### config.mk
export PLATFORM = sky130hd
export DESIGN_NAME = ringosc_meas_seq
export DESIGN_NICKNAME = d
export VERILOG_FILES = /design/src/rtl/ringosc_meas_seq.sv
export SDC_FILE = /design/constraint.sdc
export NUM_CORES = 1
export LEC_CHECK = 0
export ABC_AREA = 1
export BUFFER_PORTS_ARGS = -buffer_cell sky130_fd_sc_hd__buf_2
export CORE_ASPECT_RATIO = 0.9
export CORE_MARGIN = 2
export CORE_UTILIZATION = 51
export DETAILED_ROUTE_END_ITERATION = 10
export GPL_ROUTABILITY_DRIVEN = 0
export PLACE_DENSITY = 0.84
export SLEW_MARGIN = 20
export SYNTH_ARGS = -nofsm -noshare
export SYNTH_HDL_FRONTEND = slang
export SYNTH_SLANG_ARGS = --single-unit
### constraint.sdc
create_clock -name clk -period 3.1 [get_ports clk]
set_clock_uncertainty 0.1 [all_clocks]
set_input_delay 0.465 -clock clk [delete_from_list [all_inputs] [get_ports clk]]
set_output_delay 0.465 -clock clk [all_outputs]
set_load 0.01 [all_outputs]
### src/rtl/ringosc_meas_seq.sv
// -----------------------------------------------------------------------------
// ringosc_meas_seq
//
// Measurement sequencer for the ring-oscillator ripple-counter macro. For
// each measurement it clears the counter, ungates the oscillator for a
// programmed number of clk cycles, re-gates it, waits for the ripple chain
// to settle, then walks the counter's byte-shift select through
// 0, 8, ..., 56 to assemble the 64-bit count. The finished count is handed
// to the host over a valid/ready result port.
//
// Optional feature (compile-time macro RINGOSC_SEQ_CONT_EN):
//   defined   - a result handshake with cont=1 immediately starts another
//               measurement using the current win_cycles.
//   undefined - cont is ignored; every measurement needs start.
//
// Ports:
//   clk         in   system clock
//   rst         in   asynchronous active-high reset
//   start       in   request one measurement (level-sampled)
//   cont        in   continuous-mode request (macro-dependent)
//   win_cycles  in   oscillator-enabled window in clk cycles (0 acts as 1)
//   busy        out  high from start acceptance until res_valid rises
//   osc_stop    out  counter macro stop pin, 1 = oscillator halted
//   osc_clear   out  counter macro reset pin, 1 = counter cleared
//   osc_shift   out  counter macro shift select (0, 8, ..., 56)
//   osc_byte    in   counter macro output byte, (count >> osc_shift)[7:0]
//   res_valid   out  result available
//   res_ready   in   host accepts result
//   res_count   out  captured 64-bit count
// -----------------------------------------------------------------------------
module ringosc_meas_seq #(
  parameter int WIN_W         = 16,
  parameter int CLR_CYCLES    = 4,
  parameter int SETTLE_CYCLES = 8,
  parameter int READ_WAIT     = 2
) (
  input  logic             clk,
  input  logic             rst,
  input  logic             start,
  input  logic             cont,
  input  logic [WIN_W-1:0] win_cycles,
  output logic             busy,
  output logic             osc_stop,
  output logic             osc_clear,
  output logic [5:0]       osc_shift,
  input  logic [7:0]       osc_byte,
  output logic             res_valid,
  input  logic             res_ready,
  output logic [63:0]      res_count
);

  function automatic int max_of(input int a, input int b);
    return (a > b) ? a : b;
  endfunction

  // One phase counter serves CLEAR, SETTLE and READ; it is loaded with
  // (duration - 1) on entry and the state is left when it reaches zero.
  localparam int PH_MAX = max_of(CLR_CYCLES, max_of(SETTLE_CYCLES, READ_WAIT));
  localparam int PH_W   = $clog2(PH_MAX) + 1;

  localparam logic [PH_W-1:0] CLR_LOAD    = PH_W'(CLR_CYCLES - 1);
  localparam logic [PH_W-1:0] SETTLE_LOAD = PH_W'(SETTLE_CYCLES - 1);
  localparam logic [PH_W-1:0] READ_LOAD   = PH_W'(READ_WAIT - 1);

  typedef enum logic [2:0] {
    S_IDLE,
    S_CLEAR,
    S_RUN,
    S_SETTLE,
    S_READ,
    S_DONE
  } state_t;

  state_t           state, state_d;
  logic [PH_W-1:0]  ph_cnt, ph_cnt_d;
  logic [WIN_W-1:0] win_cnt, win_cnt_d;
  logic [2:0]       byte_idx, byte_idx_d;
  logic             osc_stop_d, osc_clear_d, busy_d, res_valid_d;
  logic [5:0]       osc_shift_d;
  logic [63:0]      res_count_d;
  logic             capture;
  logic             accept;
  logic             restart_req;
  logic [2:0]       byte_idx_inc;
  logic [WIN_W-1:0] win_load;

  // Bytes 0..6 are parked here; byte 7 goes straight into res_count on the
  // final read, so the top byte never needs a shadow slot.
  logic [55:0]      shadow;

`ifdef RINGOSC_SEQ_CONT_EN
  assign restart_req = start | cont;
`else
  logic cont_unused;
  assign cont_unused = cont;
  assign restart_req = start;
`endif

  // The window down-counter stops at zero, so a zero request is folded
  // into a one-cycle window instead of wrapping to 2**WIN_W.
  assign win_load     = (win_cycles == '0) ? '0 : win_cycles - WIN_W'(1);
  assign byte_idx_inc = byte_idx + 3'd1;

  // NOTE: every output of this block gets a default before the case so no
  // path leaves a variable unassigned, which would infer a latch.
  always_comb begin
    state_d     = state;
    ph_cnt_d    = ph_cnt;
    win_cnt_d   = win_cnt;
    byte_idx_d  = byte_idx;
    osc_stop_d  = osc_stop;
    osc_clear_d = osc_clear;
    osc_shift_d = osc_shift;
    busy_d      = busy;
    res_valid_d = res_valid;
    res_count_d = res_count;
    capture     = 1'b0;
    accept      = 1'b0;

    case (state)
      S_IDLE: begin
        osc_stop_d  = 1'b1;
        osc_clear_d = 1'b0;
        osc_shift_d = 6'd0;
        if (start) begin
          accept = 1'b1;
        end
      end

      S_CLEAR: begin
        if (ph_cnt == '0) begin
          state_d     = S_RUN;
          osc_clear_d = 1'b0;
          osc_stop_d  = 1'b0;
        end else begin
          ph_cnt_d = ph_cnt - PH_W'(1);
        end
      end

      S_RUN: begin
        if (win_cnt == '0) begin
          state_d    = S_SETTLE;
          osc_stop_d = 1'b1;
          ph_cnt_d   = SETTLE_LOAD;
        end else begin
          win_cnt_d = win_cnt - WIN_W'(1);
        end
      end

      S_SETTLE: begin
        if (ph_cnt == '0) begin
          state_d     = S_READ;
          byte_idx_d  = 3'd0;
          osc_shift_d = 6'd0;
          ph_cnt_d    = READ_LOAD;
        end else begin
          ph_cnt_d = ph_cnt - PH_W'(1);
        end
      end

      S_READ: begin
        if (ph_cnt == '0) begin
          // Last cycle of this shift setting: the byte has had READ_WAIT
          // cycles to propagate through the macro's output mux.
          capture = 1'b1;
          if (byte_idx == 3'd7) begin
            state_d     = S_DONE;
            res_count_d = {osc_byte, shadow};
            res_valid_d = 1'b1;
            busy_d      = 1'b0;
            osc_shift_d = 6'd0;
          end else begin
            byte_idx_d  = byte_idx_inc;
            osc_shift_d = {byte_idx_inc, 3'b000};
            ph_cnt_d    = READ_LOAD;
          end
        end else begin
          ph_cnt_d = ph_cnt - PH_W'(1);
        end
      end

      S_DONE: begin
        // Result is held until the host takes it; start alone cannot
        // overwrite an unaccepted count.
        if (res_ready) begin
          res_valid_d = 1'b0;
          if (restart_req) begin
            accept = 1'b1;
          end else begin
            state_d = S_IDLE;
          end
        end
      end

      default: begin
        state_d = S_IDLE;
      end
    endcase

    if (accept) begin
      state_d     = S_CLEAR;
      ph_cnt_d    = CLR_LOAD;
      win_cnt_d   = win_load;
      busy_d      = 1'b1;
      osc_clear_d = 1'b1;
      osc_stop_d  = 1'b1;
      osc_shift_d = 6'd0;
    end
  end

  // NOTE: state uses non-blocking assignments so every register samples the
  // pre-edge values regardless of process evaluation order.
  always_ff @(posedge clk or posedge rst) begin
    if (rst) begin
      state     <= S_IDLE;
      ph_cnt    <= '0;
      win_cnt   <= '0;
      byte_idx  <= 3'd0;
      osc_stop  <= 1'b1;
      osc_clear <= 1'b1;
      osc_shift <= 6'd0;
      busy      <= 1'b0;
      res_valid <= 1'b0;
      res_count <= 64'd0;
    end else begin
      state     <= state_d;
      ph_cnt    <= ph_cnt_d;
      win_cnt   <= win_cnt_d;
      byte_idx  <= byte_idx_d;
      osc_stop  <= osc_stop_d;
      osc_clear <= osc_clear_d;
      osc_shift <= osc_shift_d;
      busy      <= busy_d;
      res_valid <= res_valid_d;
      res_count <= res_count_d;
    end
  end

  // NOTE: the shadow is pure datapath with no reset; every slot is rewritten
  // before it is read, so stale data after a reset can never reach res_count.
  always_ff @(posedge clk) begin
    for (int i = 0; i < 7; i++) begin
      if (capture && (byte_idx == 3'(i))) begin
        shadow[i*8 +: 8] <= osc_byte;
      end
    end
  end

endmodule

Word-level counts from Yosys, hierarchy flattened

Index checks and enable logic that the tools add are counted.

Register bits: 156
Latch bits: 0
RAM bits: 0
Memory bits (read-only): 0
Input port bits: 29
Output and inout port bits: 74
Memories kept: 0

$add $sub $neg: 4
Multiply operators: 0
Divide/modulo/power cells: 0
Order comparisons: 0
Eq/ne operators: 28
Shift-type cells: 0
Muxes and demuxes: 48
Bitwise logic cells: 0
Reductions and logical operators: 32

Operators with widths:

| kind                    | number |
|---|---|
| $mux W16                | 4 |
| $mux W3                 | 11 |
| $logic_not A16 Y1       | 2 |
| $sub A16 B1 Y16 const B | 2 |
| $mux W4                 | 6 |
| $mux W6                 | 4 |
| $ne A3 B3 Y1 const B    | 8 |
| $eq A3 B3 Y1 const B    | 6 |
| $pmux W3 S6             | 1 |
| $pmux W6 S3             | 1 |
| $pmux W4 S4             | 1 |
| $mux W1                 | 15 |
| $ne A2 B2 Y1 const B    | 7 |
| $eq A3 B2 Y1 const B    | 4 |
| $reduce_and A3 Y1       | 4 |
| $reduce_and A4 Y1       | 3 |
| $reduce_bool A2 Y1      | 6 |
| $reduce_and A8 Y1       | 1 |
| $reduce_bool A4 Y1      | 2 |
| $logic_and A1 B1 Y1     | 7 |
| $eq A3 B1 Y1 const B    | 2 |
| $logic_not A3 Y1        | 2 |
| $pmux W1 S2             | 3 |
| $pmux W3 S2             | 1 |
| 8 further kinds         | 9 |

Depth between registers and ports, before layout

Gate-level depths: netlist of run 1.

Depth after elaboration: 5
Gate-level depth with buffers: 11

Worst setup path after synthesis of run 1

OpenSTA, ideal clock, no wires.

Path kind: flip-flop to flip-flop
Start: reg ph_cnt[0]
End: reg shadow[0] (enable)
Setup time: 0.383 ns
Arrival: 1.548 ns
Slack: 1.069 ns
Stages on the path, launching flop included: 7
Clock period less this slack: 2.031 ns
Cell sequence: dfrtp_1 inv_1 ha_1 nand2_1 nor2_4 inv_1 nor3_1

Word-level cells in the longest chain between the ends: 4

Ends and longest elaborated chain:

| what                            | line | RTL |
|---|---|---|
| from (decl)                     | 75   | `logic [PH_W-1:0] ph_cnt, ph_cnt_d;` |
| from (signal assigned)          | 227  | `ph_cnt <= ph_cnt_d;` |
| $logic_not A4 Y1                | 162  | `if (ph_cnt == '0) begin` |
| $mux W1                         | 162  |  |
| $mux W1                         | 120  | `case (state)` |
| $logic_and A1 B1 Y1             | 243  | `if (capture && (byte_idx == 3'(i))) begin` |
| to (signal, indexed assignment) | 244  | `shadow[i*8 +: 8] <= osc_byte;` |
| to (decl)                       | 89   | `logic [55:0] shadow;` |

No other way between the ends.
A chain may end at the register's enable or synchronous reset.

Worst setup path after layout of run 1

Start: reg ph_cnt[0]
End: reg shadow[25] (enable)

Same word-level chain as after synthesis.

==> impl_metrics.yaml, run 1 <==
run_status:
  status: "finished, final reports clean"
synthesis:
  syn_avg_cell_area_um2: 9.03
  synth_area_um2: 6850
  synth_cell_type_count: 35
  synth.largest_area_cell: "dfrtp_1"
  yosys_warnings: 0
  synth_top_cell_area_share_pct: 34.7
  netlist_top_cells_count: "332 x nand2_1, 95 x dfrtp_1, 59 x nor2_1"
  ys_seq_elements: 153
  syn_inst: 759
  synthMostInstantiatedCell: "nand2_1"
  async_flop_share_pct: 63.4
  synth_edf_count: 56
  ys.flop_type: "dfrtp_1"
  synth-seq-area-share_pct: 60.0
  synthTopCellsByArea: "dfrtp_1 35%, edfxtp_1 25%, nand2_1 18%"
worst_setup_path:
  cp_slowest_cell: "nor2_1"
  critical_path.max_fanout: 8
  endpoint_kind: "flip-flop"
  startpoint_type: "flip-flop"
  critPathMaxStageDelay_ns: 0.66
  r2r_cells: 6
  required_ns: 3.04
  path_class: "flip-flop to flip-flop"
  crit_chain: "inv_1, ha_1, nand2_1, nor2_4, inv_1, nor2_1"
  critPathArrivalTime_ns: 2.16
  cpMostUsedCell: "inv_1"
sta:
  setup_viol: 0
  max_freq_mhz: 450
  drv_slew: 0
  timing.final.crit_share_pct: 71.7
  tightest_slew_ns: 0.846
  fin_crit_ns: 2.22
  fin_tns_setup_ns: 0
  rsz0062_at_grt: "no"
  hold_viol_final: 0
  slew_headroom_pct: 43.4
cells_and_area:
  fin_cells: 1048
  n_fill_cell: 1085
  fin_nets: 907
  area_growth_pct: 18.0
  drive_gt1_share_pct: 18.6
  diodes: 0
min_path:
  hp-class: "primary input to async pin"
die:
  start_util_pct: 51.7
  io_pins: 103
  die_width_um: 126
  row_count: 40
  dieArea_um2: 14400
  core_um2: 13300
  die_y_um: 114
global_route:
  grt-ovfl-total: 0
  grt_max_degree: 52
  grt_pass1_wl_um: 24500
  grt_pass1_vias: 4929
  grt_usage_pct: 21.8
  antenna_found_initial: 0
cts:
  clk_latency_ns: 0.41
  cts_tree: "done"
  clkSlewWorstSetupHoldPaths_ns: 0.06
  cts.sinks: 153
  cts_setup_buffers: 0
  cts-root-buf: "clkbuf_16"
  cts_buffers: 17
  postCtsHoldBufs: 0
  clockBufferDepth: 2
  ctsResizeCount: 0
  htree_levels: 4
route:
  wire_per_inst_um: 14.4
  antenna_left: 0
  routed_wl_um: 15100
  vias_per_cell: 5.08
  dr_total_vias: 5324
  drc: 0
  drt_first_iter_violations: 388
  firstDrtPassIters: 5
placed_design:
  port_buffers: 98
  dp_cells: 1016
  dp_hpwl_um: 9940
pwr:
  pwr_density_cell_nw_per_um2: 726
  ir_drop_mv: 0.522
  p_leak_nw: 4.15
job:
  cap_violations: 0
[flip-flops by register name, summed over array words and instances (netlist names)]
signal / cells
osc_clear: 1
shadow: 56
osc_stop: 1
res_valid: 1
state: 3
ph_cnt: 4
osc_shift: 3
busy: 1
byte_idx: 3
res_count: 64
win_cnt: 16
[metal layers]
metal	track usage [%]	vias to the layer above	wire length (µm)
li1	-	2620	-
met1	31.1	2523	6920
met2	33.8	168	7160
met3	5.77	13	896
met4	5.20	0	125
met5	0	-	0
[cell type report]
cell class / count / area, µm² / area share, %
repair buffers: 109 / 598 / 7.40
flip-flops and latches: 153 / 4110 / 50.9
inverters: 59 / 226 / 2.80
multi-input cells: 527 / 2360 / 29.1
well taps: 168 / 210 / 2.60
clock inverters: 14 / 154 / 1.90
clock buffers: 18 / 429 / 5.31
[path summary, 6_finish.rpt]
check	to	slack [ns]	from
min	win_cnt[6]	0.03	rst
max in group asynchronous	res_count[28]	2.16	rst
min reg2reg	res_count[17]	0.34	shadow[17]
min in group clk	res_count[62]	0.28	osc_byte[6]
max	shadow[25]	0.88	ph_cnt[0]
max reg2reg	shadow[25]	0.88	ph_cnt[0]
[report_power, final]
part,switching (W),internal (W),total [W]
clock,0.000886,0.00114,0.00203
sequential,0.000148,0.00227,0.00242
combinational,0.000954,0.000464,0.00142
total,0.00199,0.00388,0.00587
[kinds of logic after synthesis]
group                      after synthesis  share of synthesized area [%]
and+or+nand+nor                        475                           28.6
DFF                                    153                           60.0
buffers and inverters                   81                           5.75
AOI/OAI and AO/OA                       28                           2.35
adders and majority gates               11                           2.01
xor gates and xnor gates                10                           1.28
other                                    1                         0.0547
[placed cells by master (no fill, tap or decap), types with 5 or more instances in the layout]
cell / count
edfxtp_1: 56
inv_2: 6
nor2_1: 59
buf_4: 9
dfrtp_1: 95
inv_6: 6
ha_1: 11
nand3_1: 49
nand2_1: 332
nand4_1: 12
nor3_1: 7
xor2_1: 5
xnor2_1: 5
clkbuf_16: 17
o21ai_1: 5
buf_2: 98
inv_1: 51
o21ai_0: 11
[per-stage QoR]
stage	hold slack [ns]	power, W	setup slack [ns]	area, µm²	utilization [%]
after floorplan	0.318	0.00355	0.00459	6860	-
after global placement	0.320	0.00381	0.953	7500	56.6
after global routing	0.0709	0.00624	0.696	8090	61.0
after CTS	0.0491	0.00588	0.894	8090	61.0
after detailed placement	0.331	0.00385	0.910	7500	56.6
final	0.0322	0.00587	0.877	8090	61.0
[critical path, delay by kind of cell, from the launching register on]
family                     cells  cell delay, ns
adders and majority gates      1            0.15
DFF                            1            0.41
buffers and inverters          2            0.22
and+or+nand+nor                3            0.96
No activity file was read; power rests on OpenSTA's default activity.
==> run 2, diff against run 1 <==
Clock period 3.1 ns to 1.95 ns, I/O delays scaled along.
==> run 2 against run 1 <==
Power is 65% higher. Final area is 2.9% higher. Largest power group unchanged. Largest cell class unchanged. Global-route usage is 0.37 points higher. Sequential share of layout area is 1.4 points lower. Clock power is 67% higher. Sequential cell count stayed put.
==> impl_metrics.yaml, run 2 (synthesized netlist as in run 1, its figures left out) <==
die:
  dieArea_um2: 14400
  die_width_um: 126
  die_y_um: 114
  start_util_pct: 51.7
  core_um2: 13300
  io_pins: 103
  row_count: 40
sta:
  rsz0062_at_grt: "yes"
  fin_crit_ns: 1.89
  max_freq_mhz: 530
  fin_tns_setup_ns: 0
  tightest_slew_ns: 0.521
  slew_headroom_pct: 65.3
  timing.final.crit_share_pct: 96.7
  drv_slew: 0
  hold_viol_final: 0
  setup_viol: 0
route:
  drt_first_iter_violations: 442
  antenna_left: 0
  wire_per_inst_um: 14.7
  firstDrtPassIters: 6
  dr_total_vias: 5469
  routed_wl_um: 15700
  vias_per_cell: 5.13
  drc: 0
cts:
  cts.sinks: 153
  clockBufferDepth: 2
  cts_tree: "done"
  clkSlewWorstSetupHoldPaths_ns: 0.07
  clk_latency_ns: 0.42
  cts_buffers: 17
  cts-root-buf: "clkbuf_16"
  htree_levels: 4
global_route:
  antenna_found_initial: 0
  grt_usage_pct: 22.1
  grt-ovfl-total: 0
  grt_pass1_vias: 5023
  grt_max_degree: 98
  grt_pass1_wl_um: 24900
pwr:
  finalPower_w: 0.00970
  pwr_density_cell_nw_per_um2: 1170
  p_leak_nw: 4.25
  ir_drop_mv: 0.808
worst_setup_path:
  r2r_end: "res_count[49]"
  path_class: "flip-flop to flip-flop"
  crit_family: "simple AND/OR/NAND/NOR gates"
  cpMostUsedCell: "nand2_1"
  crit_chain: "inv_1, ha_1, nand2_1, nor2_4, nand2_2, buf_6, nand2_1, nand2_1"
  cp_slowest_cell: "dfrtp_1"
  endpoint_kind: "flip-flop"
  startpoint_type: "flip-flop"
  rrSetupSlack_ns: 0.06
  crit_end: "res_count[49]"
  timing.rr.start: "ph_cnt[0]"
  required_ns: 2.19
  crit_cells: 8
  critPathMaxStageDelay_ns: 0.40
  critical_path.max_fanout: 38
  cp-startpoint: "ph_cnt[0]"
  critPathArrivalTime_ns: 2.13
  path_buf_inv: 2
  r2r_cells: 8
cells_and_area:
  diodes: 0
  n_fill_cell: 1050
  fin_util_pct: 62.7
  largestRegisters: "res_count: 64 flops, shadow: 56 flops, win_cnt: 16 flops"
  final_cell_mix: "332 x nand2_1, 98 x buf_2, 92 x dfrtp_1, 58 x nor2_1, 56 x edfxtp_1"
  drive_gt1_share_pct: 21.4
  fin_nets: 925
  largest_register: "res_count"
  area_growth_pct: 21.4
  largest_register_ffs: 64
  layout_commonest_cell: "nand2_1"
placed_design:
  dp_hpwl_um: 10300
  port_buffers: 98
run_status:
  status: "finished, final reports clean"
min_path:
  hp-class: "primary input to flip-flop"
job:
  cap_violations: 0
[run 2: cell count changes in the layout (fill, tap and decap cells not counted), sizes merged]
cell	delta
clkinvlp	-1
clkinv	+1
dlygate4sd3	+1
inv	-1
buf	+17
bufinv	+1
[run 2: tightest hold or removal path, stage by stage]
cell and delay [ns]:
buf_2 0.16, nand2_1 0.08, nand2_1 0.04
[run 2: stage by stage]
stage / std cells / hold WS [ns] / worst slack (ns) / instance area (µm²)
finish: 1066 / 0.0998 / 0.0635 / 8320
global route: 1066 / 0.0962 / -0.00845 / 8320
detailed placement: 1033 / 0.325 / 0.0380 / 7640
floorplan: 761 / 0.291 / -0.0809 / 6870
CTS: 1066 / 0.0827 / 0.00199 / 8270
global placement: 1033 / 0.321 / 0.135 / 7640
[run 2: what timing repair did]
action | 4_1_cts | 5_1_grt
buffers inserted | 0 | 0
setup endpoints to repair | 1 | 76
pin swaps | 0 | 1
gates resized for setup | 2 | 16
endpoints found under the hold margin | 95 | 0
hold buffers | 1 | 0
[run 2: cell type report]
type | instances | area [µm²] | area share, %
Multi-Input combinational cell | 527 | 2400 | 28.8
Tap cell | 168 | 210 | 2.53
Clock buffer | 18 | 429 | 5.16
Timing Repair Buffer | 127 | 756 | 9.09
Clock inverter | 14 | 178 | 2.14
Sequential cell | 153 | 4120 | 49.5
Inverter | 59 | 233 | 2.80
[run 2: metal layers]
metal	up-vias	global-route usage, %	wire (µm)
met3	18	4.22	983
met4	0	7.55	220
met2	186	35.1	7670
li1	2650	-	-
met1	2615	31.1	6830
met5	-	0	0
[run 2: worst min path at each step]
stage	start	to	cells past startpoint
after floorplan	osc_byte[0]	shadow[0]	0
after global placement	shadow[53]	res_count[53]	2
after detailed placement	shadow[24]	res_count[24]	2
after CTS	osc_byte[3]	shadow[35]	1
after global routing	osc_byte[3]	shadow[35]	1
final	osc_byte[3]	res_count[59]	3
[run 2: power by group]
part / leakage, nW / switching (W) / internal, W / total [W]
Sequential: 1.77 / 0.000246 / 0.00362 / 0.00387
Clock: 0.297 / 0.00144 / 0.00195 / 0.00338
Combinational: 2.19 / 0.00159 / 0.000859 / 0.00245
Total: 4.25 / 0.00327 / 0.00643 / 0.00970
